File: src/rtl/accel_stream_loader.sv
// rtl/accel_stream_loader.sv - operand FIFO and row unpacker feeding the systolic array
module accel_stream_loader #(
    parameter int Rows      = 8,
    parameter int Columns   = 8,
    parameter int Width     = 8,
    parameter int FifoDepth = 16
) (
    input  logic                       wb_clk_i,
    input  logic                       wb_rst_i,
    input  logic                       reg_we_i,
    input  logic                       reg_re_i,
    input  logic [1:0]                 reg_adr_i,
    input  logic [3:0]                 reg_sel_i,
    input  logic [31:0]                reg_dat_i,
    output logic [31:0]                reg_dat_o,
    output logic                       row_valid_o,
    input  logic                       row_ready_i,
    output logic [Columns*Width-1:0]   row_data_o,
    output logic                       row_last_o,
    output logic                       irq_o
);

    localparam int RowW        = Columns * Width;
    localparam int WordsPerRow = RowW / 32;
    localparam int AW          = $clog2(FifoDepth);
    localparam int WIdxW       = (WordsPerRow > 1) ? $clog2(WordsPerRow) : 1;

    if (Rows < 1) begin : g_bad_rows
        $error("accel_stream_loader: Rows must be positive");
    end
    if ((RowW % 32) != 0 || RowW == 0) begin : g_bad_row_width
        $error("accel_stream_loader: Columns*Width must be a non-zero multiple of 32");
    end
    if (FifoDepth < 2 || (FifoDepth & (FifoDepth - 1)) != 0) begin : g_bad_depth
        $error("accel_stream_loader: FifoDepth must be a power of 2, at least 2");
    end

    typedef enum logic [1:0] {
        IDLE   = 2'd0,
        GATHER = 2'd1,
        SEND   = 2'd2
    } state_t;

    state_t             state;
    logic [31:0]        fifo_mem [FifoDepth];
    logic [AW:0]        wr_ptr;
    logic [AW:0]        rd_ptr;
    logic [AW:0]        level;
    logic               full;
    logic               empty;
    logic [15:0]        len_q;
    logic [15:0]        row_cnt;
    logic [WIdxW-1:0]   word_idx;
    logic               done;
    logic               overflow;
    logic [RowW-1:0]    row_data_q;

    logic               ctrl_wr;
    logic               clear;
    logic               start;
    logic               data_wr;
    logic               pop;
    logic               push;
    logic [31:0]        data_masked;
    logic [31:0]        fifo_head;
    logic [31:0]        rd_mux;

    // Extra pointer bit distinguishes full from empty when the indices match.
    assign level     = wr_ptr - rd_ptr;
    assign full      = (level == (AW+1)'(FifoDepth));
    assign empty     = (level == '0);
    assign fifo_head = fifo_mem[rd_ptr[AW-1:0]];

    assign ctrl_wr = reg_we_i && (reg_adr_i == 2'd0);
    assign clear   = ctrl_wr && reg_dat_i[1];
    assign start   = ctrl_wr && reg_dat_i[0] && !reg_dat_i[1];
    assign data_wr = reg_we_i && (reg_adr_i == 2'd3);
    assign pop     = (state == GATHER) && !empty && !clear;
    // A pop in the same cycle frees the slot, so a push into a full FIFO still lands.
    assign push    = data_wr && (!full || pop);

    always_comb begin
        data_masked = '0;
        for (int b = 0; b < 4; b++) begin
            if (reg_sel_i[b]) begin
                data_masked[8*b +: 8] = reg_dat_i[8*b +: 8];
            end
        end
    end

    always_comb begin
        rd_mux = '0;
        case (reg_adr_i)
            2'd1:    rd_mux = {16'h0000, 8'(level), 3'b000, overflow, empty, full, done,
                               (state != IDLE)};
            2'd2:    rd_mux = {16'h0000, len_q};
            default: rd_mux = '0;
        endcase
    end

    always_ff @(posedge wb_clk_i) begin
        if (push) begin
            fifo_mem[wr_ptr[AW-1:0]] <= data_masked;
        end
    end

    assign row_data_o = row_data_q;
    assign irq_o      = done;

    always_ff @(posedge wb_clk_i or negedge wb_rst_i) begin
        if (!wb_rst_i) begin
            state       <= IDLE;
            wr_ptr      <= '0;
            rd_ptr      <= '0;
            len_q       <= '0;
            row_cnt     <= '0;
            word_idx    <= '0;
            done        <= 1'b0;
            overflow    <= 1'b0;
            row_data_q  <= '0;
            row_valid_o <= 1'b0;
            row_last_o  <= 1'b0;
            reg_dat_o   <= '0;
        end else begin
            if (reg_re_i) begin
                reg_dat_o <= rd_mux;
            end

            if (reg_we_i && (reg_adr_i == 2'd2) && (state == IDLE)) begin
                if (reg_sel_i[0]) len_q[7:0]  <= reg_dat_i[7:0];
                if (reg_sel_i[1]) len_q[15:8] <= reg_dat_i[15:8];
            end

            if (clear) begin
                wr_ptr <= '0;
                rd_ptr <= '0;
            end else begin
                if (push) wr_ptr <= wr_ptr + 1'b1;
                if (pop)  rd_ptr <= rd_ptr + 1'b1;
            end

            if (data_wr && full && !pop) begin
                overflow <= 1'b1;
            end

            if (clear) begin
                state       <= IDLE;
                done        <= 1'b0;
                overflow    <= 1'b0;
                word_idx    <= '0;
                row_valid_o <= 1'b0;
                row_last_o  <= 1'b0;
            end else begin
                case (state)
                    IDLE: begin
                        if (start) begin
                            if (len_q != 16'd0) begin
                                state    <= GATHER;
                                row_cnt  <= '0;
                                word_idx <= '0;
                                done     <= 1'b0;
                            end else begin
                                done <= 1'b1;
                            end
                        end
                    end
                    GATHER: begin
                        if (pop) begin
                            row_data_q[{word_idx, 5'd0} +: 32] <= fifo_head;
                            if (word_idx == WIdxW'(WordsPerRow - 1)) begin
                                word_idx    <= '0;
                                state       <= SEND;
                                row_valid_o <= 1'b1;
                                row_last_o  <= (row_cnt == len_q - 16'd1);
                            end else begin
                                word_idx <= word_idx + 1'b1;
                            end
                        end
                    end
                    SEND: begin
                        if (row_ready_i) begin
                            row_valid_o <= 1'b0;
                            row_last_o  <= 1'b0;
                            row_cnt     <= row_cnt + 16'd1;
                            if (row_last_o) begin
                                state <= IDLE;
                                done  <= 1'b1;
                            end else begin
                                state <= GATHER;
                            end
                        end
                    end
                    default: state <= IDLE;
                endcase
            end
        end
    end

endmodule

File: config.mk
export PLATFORM = sky130hd
export DESIGN_NAME = accel_stream_loader
export DESIGN_NICKNAME = d
export VERILOG_FILES = /design/src/rtl/accel_stream_loader.sv
export SDC_FILE = /design/constraint.sdc
export NUM_CORES = 1
export LEC_CHECK = 0
export CAP_MARGIN = 25
export CORE_MARGIN = 2
export CORE_UTILIZATION = 45
export CTS_CLUSTER_SIZE = 20
export DETAILED_ROUTE_END_ITERATION = 6
export SYNTH_ARGS = -nofsm -noshare
export SYNTH_HDL_FRONTEND = slang
export SYNTH_SLANG_ARGS = --single-unit
File: constraint.sdc
create_clock -name wb_clk_i -period 7.4 [get_ports wb_clk_i]
set_input_delay 0.74 -clock wb_clk_i [delete_from_list [all_inputs] [get_ports wb_clk_i]]
set_output_delay 0.74 -clock wb_clk_i [all_outputs]
set_load 0.1 [all_outputs]
==> results of run 1 <==
[registers in the layout, indices dropped and copies added, names as in the netlist, 2 cells and up]
name,flops
row_cnt,16
row_data_o,64
wr_ptr,5
rd_ptr,5
fifo_mem,512
state,2
len_q,16
reg_dat_o,16
[critical path, cell delays in order (launching register included)]
cell      delay, ns
dfrtp_4        0.94
ha_1           0.29
inv_1          0.06
fa_1           0.40
xor2_1         0.28
nand4b_1       0.22
a211oi_1       0.22
a21oi_1        0.91
and3_2         1.06
[synthesized netlist by cell type (3+ instances only)]
library cell	number
mux2_4	30
a41oi_1	4
buf_4	20
and2_1	34
buf_12	3
o21ai_0	18
xor2_1	19
mux2_2	52
edfxtp_1	512
inv_1	31
a21oi_1	13
a211o_1	3
dfrtp_1	129
nand4_1	10
buf_1	3
buf_2	15
a22oi_1	8
ha_1	16
xnor2_1	23
a31oi_1	36
and3_1	54
nor3_1	12
nor4_1	4
mux4_2	128
mux2i_1	3
nor2_1	36
o22ai_1	11
nand2_1	156
nand3_1	28
clkbuf_1	50
nand3b_1	5
[routing by layer]
layer,up-vias,share of wire,track usage
li1,6058,-,-
met1,7185,0.44,0.2866
met2,450,0.47,0.3161
met3,80,0.053,0.03193
met4,0,0.031,0.08196
met5,-,0,0
[power by group]
part	switching, mW	leakage (nW)	internal [mW]
Combinational	3.07	3.26	1.70
Sequential	0.437	6.30	4.25
Clock	1.35	1.06	1.98
[path summary, 6_finish.rpt]
| check | startpoint | endpoint | cells past startpoint |
|---|---|---|---|
| min | wb_rst_i | len_q[2]$_DFFE_PN0P_ | 1 |
| max in group asynchronous | wb_rst_i | row_data_o[50]$_DFFE_PN0P_ | 2 |
| max reg2reg | rd_ptr[0]$_DFFE_PN0P_ | fifo_mem[1][26]$_DFFE_PP_ | 8 |
| min reg2reg | row_data_o[0]$_DFFE_PN0P_ | row_data_o[0]$_DFFE_PN0P_ | 1 |
| min in group wb_clk_i | row_data_o[0]$_DFFE_PN0P_ | row_data_o[0]$_DFFE_PN0P_ | 1 |
| max | rd_ptr[0]$_DFFE_PN0P_ | fifo_mem[1][26]$_DFFE_PP_ | 8 |
[per-stage QoR]
stage          cells  hold slack, ns  worst slack, ns  instance area (sq um)  utilization
2_1_floorplan   1514          0.4444            1.973                  26230            -
3_3_place_gp    2325          0.4872            2.768                  28090       0.4877
3_5_place_dp    2327          0.4926            2.648                  28130       0.4884
4_1_cts         2445          0.1536            2.636                  30290       0.5260
5_1_grt         2447          0.1944            2.349                  30340       0.5269
6_report        2447          0.1376            2.594                  30340       0.5269
[kinds of logic (layout without fill, tap and decap cells)]
family / after synthesis / count (layout) / share of synthesized area
buf+inv: 126 / 294 / 0.02409
flops: 641 / 641 / 0.7108
xor+xnor: 42 / 42 / 0.01406
other cells: 1 / 16 / 0.0001433
fa+ha+maj: 17 / 17 / 0.008414
compound gates: 109 / 109 / 0.02735
simple gates: 350 / 350 / 0.06425
mux: 213 / 213 / 0.1509
[layout make-up]
class | count | share of cell area
Sequential cell | 641 | 0.6135
Multi-Input combinational cell | 747 | 0.2318
Clock buffer | 86 | 0.06107
Timing Repair Buffer | 143 | 0.04787
Tap cell | 765 | 0.03155
Clock inverter | 32 | 0.01014
Inverter | 33 | 0.004082
==> flow_metrics.py, run 1 <==
metrics = {
    "status": {
        "outcome": "complete, no violations",
    },
    "sta": {
        "worst_pin_slew_ns": 1.089,
        "min_period_ns": 4.806,
        "slew_violations": 0,
        "setup_viol": 0,
        "maxSlewHeadroom": 0.2743,
        "skew_ns": 0.03708,
        "finalCritPeriodShare": 0.6495,
        "tns_ns": 0,
        "grt_setup_unrepaired": "no",
        "fmax_mhz": 208.1,
        "hold_viol_final": 0,
    },
    "global_route": {
        "antenna_found_initial": 0,
        "grt_pass1_wl_um": 89840,
        "grt_overflow": 0,
        "grt_pass1_vias": 14170,
        "gr-usage-all-layers": 0.2025,
        "grt_max_degree": 69,
    },
    "clock_network": {
        "hold_buffers": 0,
        "worstSkewPairLatency_ns": 0.61,
        "postCtsSetupBuffers": 0,
        "cts_sinks": 641,
        "numCtsBuffers": 68,
        "cts_resized": 0,
        "cts_tree": "done",
        "root_buffer": "clkbuf_16",
        "clock_path_buffers": 3,
        "htree_levels": 3,
        "path_clk_slew_ns": 0.06,
    },
    "layout": {
        "mostFrequentLayoutCell": "edfxtp_1",
        "drive_gt1_frac": 0.2063,
        "fillers": 4543,
        "area_growth_pct": 15.94,
        "mostFrequentLayoutCells": "edfxtp_1, nand2_1, mux4_2",
        "nets": 1694,
        "diodes": 0,
        "ff_latch_area_sq_um": 18610,
        "multi_input_area_sq_um": 7034,
    },
    "placed_design": {
        "gp_congestion": 0.9259,
        "dpl.hpwl_um": 35760,
        "portBuffers": 125,
    },
    "floorplan": {
        "chipHeight_um": 245.2,
        "fp.coreArea_sq_um": 57590,
        "dieArea_sq_um": 60100,
        "chipWidth_um": 245.2,
        "ios": 142,
        "std_cell_rows": 88,
        "start_util": 0.4545,
    },
    "synth": {
        "synth-warning-count": 0,
        "syn_inst": 1499,
        "ys_ff_latch": 641,
        "yosys-top-cells-area": "edfxtp_1, dfrtp_1, mux4_2",
        "synth_top_flop_cell": "edfxtp_1",
        "synth-async-reset-ratio": 0.2012,
        "synth_cell_types": 55,
        "netlist_area_sq_um": 26170,
        "seq_area_frac_synth": 0.7108,
        "synth_top_area_cell": "edfxtp_1",
        "synth_edf_count": 512,
        "synth_top_area_frac": 0.5875,
        "postSynthAreaPerCell_sq_um": 17.46,
    },
    "run": {
        "maxCapViolCount": 0,
    },
    "setup_path": {
        "start_kind": "flop",
        "required_ns": 7.59,
        "rrSetupSlack_ns": 2.59,
        "crit_arrival_ns": 5.00,
        "worstSetupEndpointType": "flop",
        "crit_type": "reg2reg",
        "critPathMaxFanout": 40,
    },
    "routing": {
        "antenna_left": 0,
        "finalWirelength_um": 60040,
        "route.detailed.vias_per_inst": 5.629,
        "vias": 13773,
        "first_pass_iters": 5,
        "drt_iter0_markers": 1177,
        "drc_errors": 0,
        "wl_per_cell_um": 24.54,
    },
    "power_and_ir_drop": {
        "leakage_nw": 10.62,
        "total_power_mw": 12.79,
        "ir_worst_vdd_uv": 313.6,
        "p_per_area_nw_per_um2": 421.4,
    },
    "min_path": {
        "hold_path_class": "in2async",
    },
}
No activity file was read; power rests on OpenSTA's default activity.
==> run 2, diff against run 1 <==
--- a/config.mk
+++ b/config.mk
@@ -10,6 +10,7 @@
 export CORE_UTILIZATION = 45
 export CTS_CLUSTER_SIZE = 20
 export DETAILED_ROUTE_END_ITERATION = 6
+export PLACE_DENSITY = 0.65
 export SYNTH_ARGS = -nofsm -noshare
 export SYNTH_HDL_FRONTEND = slang
 export SYNTH_SLANG_ARGS = --single-unit
==> constraint.sdc (replaced) <==
create_clock -name wb_clk_i -period 4.2 [get_ports wb_clk_i]
set_input_delay 0.42 -clock wb_clk_i [delete_from_list [all_inputs] [get_ports wb_clk_i]]
set_output_delay 0.42 -clock wb_clk_i [all_outputs]
set_load 0.1 [all_outputs]
==> run 2 against run 1 <==
Die area is the same; critical path depth grew 2; non-clock buffer count grew 12; total power grew 75%; largest power group unchanged; sequential share of layout area shrank 0.17 points; global-route usage shrank 0.49 points; cell area grew 0.28%; first-iteration DRC count shrank 4.2%; clock skew shrank 0.017 ns; count of clock-buffer cells in the layout shrank 16; via count grew 1.1%.
==> flow_metrics.py, run 2 (synthesis results as in run 1) <==
metrics = {
    "sta": {
        "grt_setup_unrepaired": "no",
        "fmax_mhz": 288.4,
        "slew_violations": 0,
        "tns_ns": 0,
        "skew_ns": 0.02005,
        "worst_pin_slew_ns": 1.028,
        "maxSlewHeadroom": 0.3147,
        "finalCritPeriodShare": 0.8256,
        "holdWs_ns": 0.4425,
        "setup_viol": 0,
        "hold_viol_final": 0,
        "min_period_ns": 3.468,
    },
    "status": {
        "outcome": "complete, no violations",
    },
    "power_and_ir_drop": {
        "p_sw_frac": 0.3828,
        "power_frac_comb": 0.389,
        "p_switching_mw": 8.551,
        "intPower_mw": 13.79,
        "leakage_nw": 10.65,
        "p_per_area_nw_per_um2": 734.2,
        "ir_worst_vdd_uv": 511.0,
        "p_seq_frac": 0.358,
        "clkPwrFrac": 0.253,
    },
    "setup_path": {
        "rr_startpoint": "wr_ptr[0]$_DFFE_PN0P_",
        "max_stage_delay_ns": 0.85,
        "path_depth": 10,
        "reg2regPathDepth": 10,
        "rrSetupSlack_ns": 0.73,
        "cp.buffers_inverters": 3,
        "cp_common_cell": "inv_1",
        "r2r_end": "fifo_mem[4][12]$_DFFE_PP_",
        "critPathSlowestCell": "and3_2",
        "crit_chain": "inv_1, ha_1, inv_1, fa_1, xor2_1, nand4b_1, a211oi_1, a21oi_1, buf_4, and3_2",
        "crit_arrival_ns": 3.71,
        "start_kind": "flop",
        "cpLargestDelayFamily": "simple AND/OR/NAND/NOR gates",
        "required_ns": 4.44,
        "startpoint": "wr_ptr[0]$_DFFE_PN0P_",
        "worstSetupEndpointType": "flop",
        "critPathMaxFanout": 32,
        "crit_type": "reg2reg",
    },
    "min_path": {
        "worstHoldStart": "reg_dat_i[7]",
        "hold_end": "len_q[7]$_DFFE_PN0P_",
        "hold_path_class": "in2reg",
        "hold_depth": 2,
    },
    "floorplan": {
        "fp.coreArea_sq_um": 57590,
        "std_cell_rows": 88,
        "ios": 142,
        "start_util": 0.4545,
        "chipHeight_um": 245.2,
        "dieArea_sq_um": 60100,
        "chipWidth_um": 245.2,
    },
    "routing": {
        "vias": 13926,
        "finalWirelength_um": 58490,
        "drt_iter0_markers": 1127,
        "wl_per_cell_um": 23.81,
        "route.detailed.vias_per_inst": 5.668,
        "drc_errors": 0,
        "antenna_left": 0,
        "first_pass_iters": 6,
    },
    "global_route": {
        "grt_pass1_wl_um": 89350,
        "grt-busiest-layer": "met2",
        "grt_overflow": 0,
        "grtUsageMet2": 0.3172,
        "grt_pass1_vias": 14297,
        "antenna_found_initial": 2,
        "grt_max_degree": 94,
        "gr-usage-all-layers": 0.1976,
        "gr-usage-met3": 0.03466,
        "met1_usage": 0.2819,
    },
    "layout": {
        "mostFrequentLayoutCells": "edfxtp_1, nand2_1, mux4_2",
        "mostFrequentLayoutCell": "edfxtp_1",
        "largest_register_ffs": 512,
        "drive_gt1_frac": 0.2139,
        "diodes": 0,
        "fillers": 4550,
        "area_growth_pct": 16.27,
        "nets": 1699,
    },
    "placed_design": {
        "dpl.hpwl_um": 34610,
        "gp_congestion": 0.8421,
        "portBuffers": 125,
    },
    "clock_network": {
        "htree_levels": 2,
        "cts_sinks": 641,
        "path_clk_slew_ns": 0.06,
        "root_buffer": "clkbuf_16",
        "cts_tree": "done",
        "worstSkewPairLatency_ns": 0.64,
        "clock_path_buffers": 3,
        "numCtsBuffers": 61,
    },
    "run": {
        "maxCapViolCount": 0,
    },
}
-- run 2: cell types whose count changed in the layout (fill, tap and decap cells not counted), sizes merged --
cell and delta:
buf +11, clkbuf -16, clkinvlp +4, dlygate4sd3 +1, clkinv +7, bufinv +3
-- run 2: worst max-delay path by stage --
stage	slack, ns	endpoint
floorplan	0.08	fifo_mem[11][0]$_DFFE_PP_
global placement	0.74	fifo_mem[13][20]$_DFFE_PP_
detailed placement	0.62	fifo_mem[10][26]$_DFFE_PP_
CTS	0.62	fifo_mem[8][13]$_DFFE_PP_
global route	0.50	fifo_mem[4][12]$_DFFE_PP_
finish	0.73	fifo_mem[4][12]$_DFFE_PP_
-- run 2: metrics by stage --
stage / std cells / instance area (sq um) / utilization / setup WS (ns) / power (mW)
floorplan: 1514 / 26240 / - / 0.08200 / 14.62
global placement: 2333 / 28190 / 0.4895 / 0.7441 / 16.76
detailed placement: 2335 / 28230 / 0.4902 / 0.6220 / 16.86
CTS: 2452 / 30320 / 0.5266 / 0.6196 / 22.54
global route: 2457 / 30430 / 0.5284 / 0.5049 / 23.27
finish: 2457 / 30430 / 0.5284 / 0.7324 / 22.34
-- run 2: power by group through the flow --
stage	Combinational (mW)	Clock [mW]	Sequential [mW]
detailed placement	8.74	0	8.11
global route	9.19	6.01	8.06
floorplan	4.18	0	10.4
global placement	8.67	0	8.09
CTS	8.77	5.78	7.99
finish	8.69	5.66	7.99
-- run 2: layer usage --
layer  vias up  routed length (um)
met5         -                   0
met4         0                1015
met3        70                3547
met2       464               27790
met1      7319               26140
li1       6073                   -
-- run 2: layout make-up --
class	count	area (sq um)	area share
clock inverters	46	489.2	0.01608
multi-input cells	747	7041	0.2314
clock buffers	70	1592	0.05230
well taps	765	957.2	0.03146
flip-flops and latches	641	18610	0.6117
repair buffers	155	1613	0.05300
inverters	33	123.9	0.004071
-- run 2: repair_timing --
item / in CTS / in global routing
hold buffers: 1 / 0
buffers inserted: 0 / 0
endpoints found under the hold margin: 92 / 0
setup endpoints to repair: 0 / 0
gates resized for setup: 0 / 0
-- run 2: worst reg2reg max path: stages (launching register included) --
cell,delay (ns)
dfrtp_1,0.45
inv_1,0.14
ha_1,0.17
inv_1,0.06
fa_1,0.41
xor2_1,0.26
nand4b_1,0.21
a211oi_1,0.13
a21oi_1,0.17
buf_4,0.22
and3_2,0.86
==> RTL change 1, RTL diff (flow settings as in run 2) <==
`Width`: 8 -> 4.
--- a/src/rtl/accel_stream_loader.sv
+++ b/src/rtl/accel_stream_loader.sv
@@ -3,5 +3,5 @@
     parameter int Rows      = 8,
     parameter int Columns   = 8,
-    parameter int Width     = 8,
+    parameter int Width     = 4,
     parameter int FifoDepth = 16
 ) (
Ports: changed (resized row_data_o); port bits go from 142 to 110. No check against the original RTL was run, so the function may have changed too.
==> RTL change 1 against run 2 <==
Setup slack improved by 0.064 ns; routed wire length fell by 11%; critical path depth rose by 1; design area fell by 6.3%; via count fell by 12%; sequential cell count fell by 33; sequential power fell by 6.6%; synthesized area fell by 5.6%; sequential share of layout area rose by 1.2 points; maximum frequency rose by 1.9%; total power fell by 17%; critical path type unchanged; critical endpoint is now fifo_mem[6][14]; highest routed layer unchanged.
==> RTL change 1: results (changes against run 2) <==
clock buffers -> 80 (+14%)
Sw Ratio -> 33.69% (-4.6 points)
net switching power -> 6.259 mW (-27%)
fin crit period -> 3.404 ns (-0.06400 ns)
Min-Delay Path Class -> in2async
dpl cell area -> 26600 sq um (-5.8%)
Crit-path slowest cell -> buf_4
sequential cell area share -> 62.35% (+1.2 points)
routed vias/inst -> 5.704 (+0.63%)
largest net degree at the start of global routing -> 132 (+40%)
Clock Latency Late Sink -> 0.61 ns (-0.03 ns)
Final Skew -> 0.01905 ns (-0.0009943 ns)
fin area -> 28520 sq um (-6.3%)
CP delay by family, top -> buffers and inverters
Routability Congestion -> 0.8082 (-4.0%)
Starting DRT DRC Count -> 965 (-14%)
top cells by count, synth -> edfxtp_1 (512), mux4_2 (160), dfrtp_1 (96)
ys async rst share -> 15.79% (-4.3 points)
clock buffer count from CTS -> 60 (-1.6%)
Reg2Reg Depth -> 11 (+1)
largest cells by area after synthesis -> edfxtp_1 (62%), mux4_2 (15%), dfrtp_1 (9.7%), mux2_2 (2.2%), and2_1 (0.89%)
leakage -> 9.457 nW (-11%)
Setup crit end -> fifo_mem[6][14]
total track usage -> 18.94% (-0.81 points)
Clock Network Area Fraction -> 6.685% (-0.15 points)
FILL cells -> 4227 (-7.1%)
WP data arrival -> 3.64 ns (-0.07 ns)
Inverters, non-clock -> 40 (+21%)
Non-Clock Buffer Area Fraction -> 4.457% (-0.84 points)
area taken by multi-input logic gates -> 6540 sq um (-7.1%)
initial antenna violation count -> 0 (-2)
Cell variety after synth -> 59 (+7.3%)
share of cells above drive strength 1 -> 25.47% (+4.1 points)
number of global-route vias before repair -> 12.84k (-10%)
Avg WL per Cell -> 24.25 um (+1.9%)
status -> finished, final reports clean
==> RTL change 1: cells by family (layout without fill, tap and decap cells) <==
family                   count (synthesis)  in the layout  share of synthesized area (%)
XOR/XNOR                                37             37                          1.311
flip-flops                             608            608                          71.94
buffers and inverters                  122            283                          2.486
AND/OR/NAND/NOR                        198            198                          4.471
adder cells (fa/ha/maj)                 17             17                         0.8911
other                                    1             16                        0.01518
multiplexers                           215            215                          17.06
AO/OA/AOI/OAI                           71             71                          1.828
==> RTL change 1: metrics by stage <==
step,hold WS [ns],cells,utilization (%),setup TNS [ns]
global route,0.3129,2141,52.80,0
CTS,0.2609,2140,52.78,0
global placement,0.4902,2024,49.18,0
floorplan,0.1244,1284,-,-71.65
finish,0.2734,2141,52.80,0
detailed placement,0.3743,2025,49.24,0
==> RTL change 1: routing by layer <==
layer | track usage (%) | share of wire, %
met1 | 26.33 | 43
met3 | 2.800 | 4.9
met4 | 5.436 | 2.3
met2 | 31.43 | 50
met5 | 0 | 0
==> RTL change 2, RTL diff (flow settings as in run 2) <==
Without the edit above. Register the output `irq_o` once more, cleared by the reset; this adds one clock of latency there. The other outputs are not delayed to match.
--- a/src/rtl/accel_stream_loader.sv
+++ b/src/rtl/accel_stream_loader.sv
@@ -106,5 +106,11 @@
 
     assign row_data_o = row_data_q;
-    assign irq_o      = done;
+    always_ff @(posedge wb_clk_i or negedge wb_rst_i) begin
+        if (!wb_rst_i) begin
+            irq_o <= '0;
+        end else begin
+            irq_o <= done;
+        end
+    end
 
     always_ff @(posedge wb_clk_i or negedge wb_rst_i) begin
Check against the original RTL: not equivalent (Yosys sat finds a counterexample within 4 cycles, from zero or initial values and one cycle with wb_rst_i low).
==> RTL change 2 against run 2 <==
Setup slack worse by 0.17 ns; via count up 3.1%; critical path type unchanged; synthesized area about the same; sequential cell count up 1; design area up 0.72%; total power down 1.6%; routed wire length up 6.4%; sequential power about the same; combinational power down 6.1%; clock power up 3%; first-iteration DRC count up 14%.
==> RTL change 2: results (changes against run 2) <==
met1 Usage GRT -> 29.42% (+1.2 points)
post-layout net count -> 1722 (+1.4%)
clock buffer count from CTS -> 69 (+13%)
Mean Syn Cell Area -> 17.29 sq um (-0.97%)
Starting DRT DRC Count -> 1284 (+14%)
GR Layer Usage met3 -> 2.985% (-0.48 points)
Cell variety after synth -> 68 (+24%)
clk sinks -> 642 (+0.16%)
Routed WL -> 62210 um (+6.4%)
max_slew headroom -> 30.04% (-1.4 points)
Routability Congestion -> 0.8313 (-1.3%)
sequential cell area share -> 60.82% (-0.36 points)
routed vias/inst -> 5.790 (+2.1%)
worst reg2reg setup slack -> 0.56 ns (-0.17 ns)
Max Cap Violations -> 0 (unchanged)
number of global-route vias before repair -> 14.57k (+1.9%)
met3 wire len -> 4106 um (+16%)
Top Metal Used -> met4
Metal-1 WL -> 25950 um (-0.73%)
largest cells by area after synthesis -> edfxtp_1 (59%), dfrtp_1 (12%), mux4_2 (11%), mux2_2 (3.6%), nand2_1 (2.1%)
FILL cells -> 4464 (-1.9%)
Multi-Input Combinational -> 757 (+1.3%)
# H-tree levels -> 3 (+1)
largest net degree at the start of global routing -> 104 (+11%)
status -> finished, final reports clean
Clock Network Area Fraction -> 7.132% (+0.29 points)
Seq pwr share -> 36.4% (+0.6 points)
top cells by count, synth -> edfxtp_1 (512), nand2_1 (149), dfrtp_1 (130)
dpl cell area -> 28420 sq um (+0.69%)
leakage -> 10.61 nW (-0.33%)
Placed Cells -> 2354 (+0.81%)
final core utilization -> 53.22% (+0.38 points)
maximum vdd drop -> 0.0005657 V (+11%)
ys async rst share -> 20.25% (+0.12 points)
first-pass GRT wire length -> 93970 um (+5.2%)
Seq/Total Area, Yosys -> 71.21% (+0.13 points)
overall power -> 21.99 mW (-1.6%)
Clock Latency Late Sink -> 0.61 ns (-0.03 ns)
Clk pwr share -> 26.5% (+1.2 points)
Min-Delay Path Class -> in2async
net switching power -> 8.355 mW (-2.3%)
Hold WS -> 0.1985 ns (-0.2440 ns)
Inverters, non-clock -> 32 (-3.0%)
drt pass-1 iters -> 5 (-1)
dpl hpwl -> 38180 um (+10%)
CP max stage delay -> 0.91 ns (+0.06 ns)
Final Skew -> 0.02994 ns (+0.009895 ns)
fraction of area in multi-input gates -> 22.94% (-0.20 points)
total track usage -> 21.17% (+1.4 points)
initial antenna violation count -> 0 (-2)
post-route insts no fill -> 2481 (+0.98%)
overall die width -> 245.1 um (about the same)
pre-CTS setup slack -> 0.5878 ns (-0.03417 ns)
Buffers excl. clock -> 160 (+3.2%)
met2 GRT Util -> 34.52% (+2.8 points)
Non-Clock Buffer Area Fraction -> 5.597% (+0.30 points)
-- RTL change 2: cells by family (layout without fill, tap and decap cells) --
logic type      Yosys count  after routing  synth area share, %
compound gates          131            131                3.171
xor+xnor                 30             30                1.004
fa+ha+maj                17             17               0.8418
buf+inv                 129            317                2.296
flops                   642            642                71.21
mux                     216            216                14.78
other cells               1             16              0.01434
simple gates            347            347                6.677
-- RTL change 2: worst max path at each step --
| stage | end | slack (ns) | startpoint |
|---|---|---|---|
| 2_1_floorplan | fifo_mem[11][0] | 0.13 | rd_ptr[2] |
| 3_5_place_dp | fifo_mem[0][16] | 0.59 | rd_ptr[1] |
| 4_1_cts | fifo_mem[0][16] | 0.61 | rd_ptr[1] |
| 5_1_grt | fifo_mem[0][16] | 0.39 | wr_ptr[0] |
| 3_3_place_gp | fifo_mem[14][15] | 0.55 | rd_ptr[1] |
| 6_report | fifo_mem[0][16] | 0.56 | wr_ptr[0] |
